`config.mk`:
```
export PLATFORM = sky130hd
export DESIGN_NAME = mul_seq_ctrl_flat
export DESIGN_NICKNAME = d
export VERILOG_FILES = /design/src/rtl/alu_pkg.sv /design/src/rtl/mul_seq_ctrl_if.sv /design/src/rtl/adder32.sv /design/src/rtl/mul_seq_ctrl.sv /design/src/flat_wrapper.sv
export SDC_FILE = /design/constraint.sdc
export NUM_CORES = 1
export LEC_CHECK = 0
export ABC_AREA = 1
export CAP_MARGIN = 20
export CORE_ASPECT_RATIO = 1.5
export CORE_UTILIZATION = 30
export DETAILED_ROUTE_END_ITERATION = 7
export PLACE_DENSITY_LB_ADDON = 0.3
export REMOVE_ABC_BUFFERS = 1
export SYNTH_ARGS = -nofsm -noshare
export SYNTH_HDL_FRONTEND = slang
export SYNTH_SLANG_ARGS = --single-unit
```
`constraint.sdc`:
```
create_clock -name clk -period 4.2 [get_ports clk]
set_input_delay 0.42 -clock clk [delete_from_list [all_inputs] [get_ports clk]]
set_output_delay 0.42 -clock clk [all_outputs]
set_load 0.02 [all_outputs]
```
`src/rtl/alu_pkg.sv`:
```
// Shared ALU types and widths for the multiplier controller and its adder.
// Latency: none (declarations only).
// Backpressure: not applicable.
package alu_pkg;

    localparam int ALU_WIDTH = 32;

    typedef enum logic [1:0] {
        MUL_IDLE = 2'd0,
        MUL_BUSY = 2'd1,
        MUL_DONE = 2'd2
    } mul_state_t;

endpackage

```
`src/rtl/mul_seq_ctrl_if.sv`:
```
// Operand/product handshake bundle between a producer/consumer and mul_seq_ctrl.
// Latency: none (wiring only).
// Backpressure: valid/ready on both the operand and the product side.
interface mul_seq_ctrl_if #(
    parameter int WIDTH = 32
);
    logic                 in_valid;
    logic                 in_ready;
    logic [WIDTH-1:0]     op_a;
    logic [WIDTH-1:0]     op_b;
    logic                 out_valid;
    logic                 out_ready;
    logic [2*WIDTH-1:0]   product;
    logic                 busy;

    modport master (
        output in_valid, op_a, op_b, out_ready,
        input  in_ready, out_valid, product, busy
    );

    modport slave (
        input  in_valid, op_a, op_b, out_ready,
        output in_ready, out_valid, product, busy
    );
endinterface

```
`src/rtl/adder32.sv`:
```
// 32-bit unsigned adder with carry in and carry out.
// Latency: combinational.
// Backpressure: not applicable.
module adder32 (
    input  logic [31:0] a,
    input  logic [31:0] b,
    input  logic        cin,
    output logic [31:0] sum,
    output logic        carry
);
    logic [32:0] total;

    assign total        = {1'b0, a} + {1'b0, b} + {32'd0, cin};
    assign {carry, sum} = total;
endmodule

```
`src/rtl/mul_seq_ctrl.sv`:
```
// Sequential unsigned shift-add multiplier sharing a single adder32.
// Latency: out_valid rises WIDTH+1 edges after the operand accept edge, data-independent.
// Backpressure: in_ready low while busy or holding a result; product held until out_ready.
module mul_seq_ctrl
    import alu_pkg::*;
#(
    parameter int WIDTH = ALU_WIDTH
) (
    input  logic          clk,
    input  logic          rst_n,
    mul_seq_ctrl_if.slave mif
);
    localparam int CNTW = $clog2(WIDTH);

    mul_state_t         state_q;
    mul_state_t         state_d;
    logic [WIDTH-1:0]   mcand_q;
    logic [WIDTH-1:0]   hi_q;
    logic [WIDTH-1:0]   lo_q;
    logic [CNTW-1:0]    cnt_q;
    logic [2*WIDTH-1:0] prod_q;
    logic               ovld_q;

    logic [WIDTH-1:0]   sum;
    logic               carry;
    logic [WIDTH-1:0]   hi_nxt;
    logic [WIDTH-1:0]   lo_nxt;
    logic               last_iter;

    adder32 u_adder32 (
        .a     (hi_q),
        .b     (mcand_q),
        .cin   (1'b0),
        .sum   (sum),
        .carry (carry)
    );

    // The adder carry is the only source for hi's MSB after the shift.
    assign {hi_nxt, lo_nxt} = lo_q[0] ? {carry, sum, lo_q[WIDTH-1:1]}
                                      : {1'b0, hi_q, lo_q[WIDTH-1:1]};

    assign last_iter = (state_q == MUL_BUSY) && (cnt_q == CNTW'(WIDTH - 1));

    always_comb begin
        state_d = state_q;
        case (state_q)
            MUL_IDLE: if (mif.in_valid)              state_d = MUL_BUSY;
            MUL_BUSY: if (last_iter)                 state_d = MUL_DONE;
            MUL_DONE: if (ovld_q && mif.out_ready)   state_d = MUL_IDLE;
            default:                                 state_d = MUL_IDLE;
        endcase
    end

    always_ff @(posedge clk or negedge rst_n) begin
        if (!rst_n) begin
            state_q <= MUL_IDLE;
        end else begin
            state_q <= state_d;
        end
    end

    always_ff @(posedge clk or negedge rst_n) begin
        if (!rst_n) begin
            mcand_q <= '0;
            hi_q    <= '0;
            lo_q    <= '0;
            cnt_q   <= '0;
            prod_q  <= '0;
            ovld_q  <= 1'b0;
        end else begin
            case (state_q)
                MUL_IDLE: begin
                    if (mif.in_valid) begin
                        mcand_q <= mif.op_a;
                        hi_q    <= '0;
                        lo_q    <= mif.op_b;
                        cnt_q   <= '0;
                    end
                end
                MUL_BUSY: begin
                    hi_q  <= hi_nxt;
                    lo_q  <= lo_nxt;
                    // Hold at the terminal count; the next accept reloads it.
                    if (!last_iter) begin
                        cnt_q <= cnt_q + CNTW'(1);
                    end
                end
                MUL_DONE: begin
                    if (!ovld_q) begin
                        prod_q <= {hi_q, lo_q};
                        ovld_q <= 1'b1;
                    end else if (mif.out_ready) begin
                        ovld_q <= 1'b0;
                    end
                end
                default: ;
            endcase
        end
    end

    assign mif.in_ready  = (state_q == MUL_IDLE);
    assign mif.busy      = (state_q == MUL_BUSY);
    assign mif.out_valid = ovld_q;
    assign mif.product   = prod_q;

endmodule

```
`src/flat_wrapper.sv`:
```
// flat-port wrapper written by rule: the top's interface ports become plain ports
module mul_seq_ctrl_flat import alu_pkg::*;
#(
    parameter int WIDTH = ALU_WIDTH
)
  (clk, rst_n, mif_in_valid, mif_op_a, mif_op_b, mif_out_ready, mif_in_ready, mif_out_valid, mif_product, mif_busy);
  mul_seq_ctrl_if #(.WIDTH(WIDTH)) mif_i ();
  input  logic clk;
  input  logic rst_n;
  input wire logic [$bits(mif_i.in_valid)-1:0] mif_in_valid;
  input wire logic [$bits(mif_i.op_a)-1:0] mif_op_a;
  input wire logic [$bits(mif_i.op_b)-1:0] mif_op_b;
  input wire logic [$bits(mif_i.out_ready)-1:0] mif_out_ready;
  output wire logic [$bits(mif_i.in_ready)-1:0] mif_in_ready;
  output wire logic [$bits(mif_i.out_valid)-1:0] mif_out_valid;
  output wire logic [$bits(mif_i.product)-1:0] mif_product;
  output wire logic [$bits(mif_i.busy)-1:0] mif_busy;
  assign mif_i.in_valid = mif_in_valid;
  assign mif_i.op_a = mif_op_a;
  assign mif_i.op_b = mif_op_b;
  assign mif_i.out_ready = mif_out_ready;
  assign mif_in_ready = mif_i.in_ready;
  assign mif_out_valid = mif_i.out_valid;
  assign mif_product = mif_i.product;
  assign mif_busy = mif_i.busy;
  mul_seq_ctrl #(.WIDTH(WIDTH)) u_core (.clk(clk), .rst_n(rst_n), .mif(mif_i));
endmodule
```
* Word level (Yosys, flattened, before mapping)
Cells that the tools add are included.
Widths: inputs -> output; s select.
** Word-level totals
- Memories :: 0
- Flip-flop bits (word level) :: 168
- Memory bits (writable) :: 0
- Bits in latches :: 0
- Logic and storage cells :: 40
- Memory bits (read-only) :: 0
- Output and inout bits :: 67
- Input bits :: 68
** Cells by class
- Equal/unequal tests :: 7
- Magnitude comparators :: 0
- Bitwise logic cells :: 1
- Multipliers :: 0
- Multiplexer cells :: 14
- Div/mod/pow operators :: 0
- Reduce and logical (&&, ||, !) cells :: 9
- Shift operators :: 0
- Add/subtract/negate cells :: 2
** Operators by type and width (number)
- $pmux 32 s2 :: 2
- $mux 32 :: 2
- $mux 64 :: 1
- $add 32x32->33 :: 1
- $mux 5 :: 2
- $pmux 5 s2 :: 1
- $mux 2 :: 3
- $pmux 2 s3 :: 1
- $reduce_and 2->1 :: 3
- $reduce_and 3->1 :: 2
- $add 5x1->5 const B :: 1
- $eq 5x5->1 const B :: 1
- $ne 2x1->1 const B :: 2
- $ne 2x2->1 const B :: 2
- $eq 2x1->1 const B :: 1
- $eq 2x2->1 const B :: 1
- $logic_and 1x1->1 :: 2
- $logic_not 2->1 :: 1
- $mux 1 :: 2
- $reduce_bool 2->1 :: 1
- $not 1->1 :: 1

* Depth between registers and ports, before layout
- Depth after elaboration :: 4
- Mapped depth :: 13

* Modules after synthesis
Synthesis repeated with hierarchy kept, for this count alone.
** Second synthesis, totals
- Cells, all modules :: 1283
- Area, all modules :: 9409.0 µm²
** By module, submodules not included
- mul_seq_ctrl :: cells each 778, instances 1, area an instance 7015.5 µm², sequential area each 4204.0 µm²
- adder32 :: cells each 505, instances 1, area an instance 2393.5 µm², sequential area each 0.0 µm²

* Least setup slack after synthesis
OpenSTA, ideal clock, no wires.
- Path kind :: flip-flop to flip-flop
- Start point :: register u_core.hi_q[0]
- End point :: register u_core.hi_q[27]
- Data arrival time :: 1772 ps
- Stages on the path, launching flop included :: 13
- Required time :: 4083 ps
- Library setup time :: 117 ps
- Clock period less this slack :: 1889 ps
- Buffers on the path :: 0
- Path slack :: 2311 ps
- Cell sequence :: dfrtp_1 > ha_1 > fa_1 > nand3_1 > nand3_1 > nand3_1 > nand3_1 > nand2_1 > nand2_1 > nand2_1 > nand3_1 > nand2_1 > nand2_1
** On the way
- Longest elaborated chain between the ends :: 3
** Ends and longest elaborated chain
- from (decl) :: line mul_seq_ctrl.sv:18 : logic [WIDTH-1:0] hi_q;
- from (signal assigned) :: line mul_seq_ctrl.sv:81 : hi_q <= hi_nxt;
- $add 32x32->33 :: line adder32.sv:13 : assign total = {1'b0, a} + {1'b0, b} + {32'd0, cin};
- $mux 64 :: line mul_seq_ctrl.sv:39 : assign {hi_nxt, lo_nxt} = lo_q[0] ? {carry, sum, lo_q[WIDTH-1:1]}
- $pmux 32 s2 :: line mul_seq_ctrl.sv:71 : case (state_q)
No other way between the ends.
A chain may end at the register's enable or synchronous reset.

* Worst setup path in the final report
- Start point :: register u_core.state_q[1]
- End point :: output mif_busy
** On the way
- Longest elaborated chain between the ends :: 1
** Ends and longest elaborated chain
- from (decl) :: line mul_seq_ctrl.sv:15 : mul_state_t state_q;
- from (signal assigned) :: line mul_seq_ctrl.sv:58 : state_q <= state_d;
- $eq 2x1->1 :: line mul_seq_ctrl.sv:102 : assign mif.busy = (state_q == MUL_BUSY);
- to (decl) :: line flat_wrapper.sv:17 : output wire logic [$bits(mif_i.busy)-1:0] mif_busy;
No other way between the ends.

==> impl_metrics.ini <==
[worst_setup_path]
cpMaxStageDelayCell = clkdlybuf4s50_1
path_class = flop to primary output
crit_required_ns = 3.78
arrival_ns = 1.83
cp-start-kind = flop
regToRegStartpoint = u_core.hi_q[0]
rrSetupSlack_ns = 1.97
critPathMaxFanout = 6
end_kind = primary output
crit_chain = nor2_4 -> clkdlybuf4s50_1
slowest_delay_ns = 0.74
ff2ff_path_depth = 12
r2r_end = u_core.hi_q[27]

[logic_synthesis]
muxShareOfSynthArea = 0
yosysUniqueCellTypes = 33
synth-simple-area-share = 0.258
synth_xor_xnor_area_share = 0.0114
yosysSeqAreaShare = 0.457
synthesis.area_sq_mm = 0.00921
async_flop_share = 1.00
ys_ff_latch = 168
synth_top_family_by_area = simple AND/OR/NAND/NOR gates
synth_compound_area_frac = 0.123
synthAdderAreaFrac = 0.0484
yosysWarnings = 0
syn_inst = 1260
synthTopCellsByArea = dfrtp_1 (46%), nand2_1 (19%), inv_1 (7.7%)
synth_top_cell_area_share = 0.457
synth_edf_count = 0
avgSynthCellArea_sq_um = 7.31
yosys.area.top_type = dfrtp_1
synthFlopType = dfrtp_1

[global_route]
grt_pass1_vias = 8202
grt_use_total = 0.177
antenna_found_initial = 0
overflow = 0
grt_max_degree = 100
grt_first_pass_wirelength_microns = 42700

[clocking]
cts_resized = 0
cts_hold_buf = 0
htree_levels = 4
cts.sinks = 168
clk_pin_slew_worst_paths_ns = 0.07
cts_setup_buffers = 0
cts_root_buffer = clkbuf_16
cts_tree = yes
cts_buffers = 17
clock_insertion_delay_worst_skew_ns = 0.45
clockBufferDepth = 2

[finish]
diodes = 0
drive_gt1_frac = 0.0389
finalNetCount = 1479
n_fill_cell = 3197
final-instance-count-excl-fill = 1789
final_cell_mix = nand2_1 (471), inv_1 (189), dfrtp_1 (168), clkdlybuf4s50_1 (133), o21ai_1 (100)
area_delta_synth_final_pct = 25.9
final_common_cell = nand2_1

[route]
final_antenna_net_count = 0
wirelength_microns = 26300
first_pass_iters = 4
first_iter_violations = 478
vias = 8127
drcViolationCount = 0
drt-wirelength-per-cell_microns = 14.7
via_per_inst = 4.54

[timing]
hold_viol = 0
min_period_ns = 2.25
setup_tns_ns = 0
post-route-period-util = 0.537
setup_viol = 0
setup_ws_ns = 1.95
skew_ns = 0.00971
rsz0062_at_grt = false
finalMaxSlewViolations = 0
tightest_slew_ns = 1.03
relSlewSlack = 0.311
fmax_mhz = 444

[hold_path]
hold_class = input pin to async pin

[floorplanning]
ios = 135
core_area_sq_mm = 0.0303
start_util = 0.304
dieArea_sq_mm = 0.0314
placementRows = 78
die_h_microns = 217
die_w_microns = 145

[power]
ir_drop_mv = 0.293
power.share.clock = 0.187
p_int_mw = 4.88
share_comb_of_total_power = 0.541
power_frac_seq = 0.271
swShare = 0.470
power.switching_mw = 4.32
powerDensity_mw_per_mm2 = 794
p_leak_nw = 6.03

[placed_design]
post-dp-hpwl_microns = 19000
dp_cells = 1756
placement.io_buffers = 134
gp_congestion = 0.929
place_ws_ns = 1.67

[job]
drv_cap = 0

[status]
outcome = completed
-- cells in the mapped netlist, types with 15 or more instances --
cell type / instances
nand2_1: 472
inv_1: 189
dfrtp_1: 168
o21ai_1: 100
nor2_1: 52
a21oi_1: 51
nand3_1: 45
ha_1: 34
clkbuf_1: 21
nor3_1: 18
o211ai_1: 17
buf_2: 16
o21ai_0: 15
-- metal layers --
layer,vias up,GRT usage,share of wire
met4,0,0.0837,0.031
li1,4192,-,-
met2,149,0.330,0.54
met5,-,0,0
met3,50,0.0326,0.031
met1,3736,0.190,0.40
-- per-stage QoR --
stage | hold slack (ns) | power (mW) | utilization | instance area [sq um]
floorplan | 0.124 | 6.04 | - | 9000
global placement | 0.468 | 7.50 | 0.361 | 10900
detailed placement | 0.473 | 7.57 | 0.361 | 10900
CTS | 0.123 | 9.34 | 0.382 | 11600
global route | 0.167 | 10.1 | 0.383 | 11600
finish | 0.103 | 9.20 | 0.383 | 11600
-- registers in the layout (all words and copies together) (netlist names) --
name	count
u_core.state_q	2
u_core.mcand_q	32
u_core.mif.out_valid	1
u_core.lo_q	32
u_core.mif.product	64
u_core.hi_q	32
u_core.cnt_q	5
-- power by group through the flow --
stage / clock network (mW) / registers, mW / logic [mW]
2_1_floorplan: 0 / 2.41 / 3.63
3_3_place_gp: 0 / 2.52 / 4.97
3_5_place_dp: 0 / 2.53 / 5.04
4_1_cts: 1.77 / 2.50 / 5.07
5_1_grt: 1.83 / 2.56 / 5.76
6_report: 1.72 / 2.50 / 4.98
-- worst max-delay path by stage --
stage	startpoint	endpoint	cells past startpoint
4_1_cts	u_core.state_q[1]	mif_busy	2
3_5_place_dp	mif_in_valid	u_core.lo_q[5]	8
2_1_floorplan	u_core.state_q[1]	u_core.mif.product[0]	5
3_3_place_gp	mif_in_valid	u_core.lo_q[5]	8
6_report	u_core.state_q[1]	mif_busy	2
5_1_grt	u_core.hi_q[0]	u_core.hi_q[27]	12
-- final cells by class --
class	instances	area (sq um)	share of cell area
Clock buffer	18	429	0.0370
Inverter	196	736	0.0635
Clock inverter	14	213	0.0183
Sequential cell	168	4200	0.363
Multi-Input combinational cell	850	4070	0.351
Tap cell	400	500	0.0432
Timing Repair Buffer	143	1440	0.124
-- logic make-up after synthesis --
kind of cell	count (synthesis)
flops	168
xor+xnor	12
fa+ha+maj	35
simple gates	599
compound gates	204
buf+inv	242
-- critical path: cells and delay by family, from the launching register on --
family                 cells  cell delay (ns)
buffers and inverters      1             0.74
and+or+nand+nor            1             0.22
DFF                        1             0.43
No activity file was read; power rests on OpenSTA's default activity.
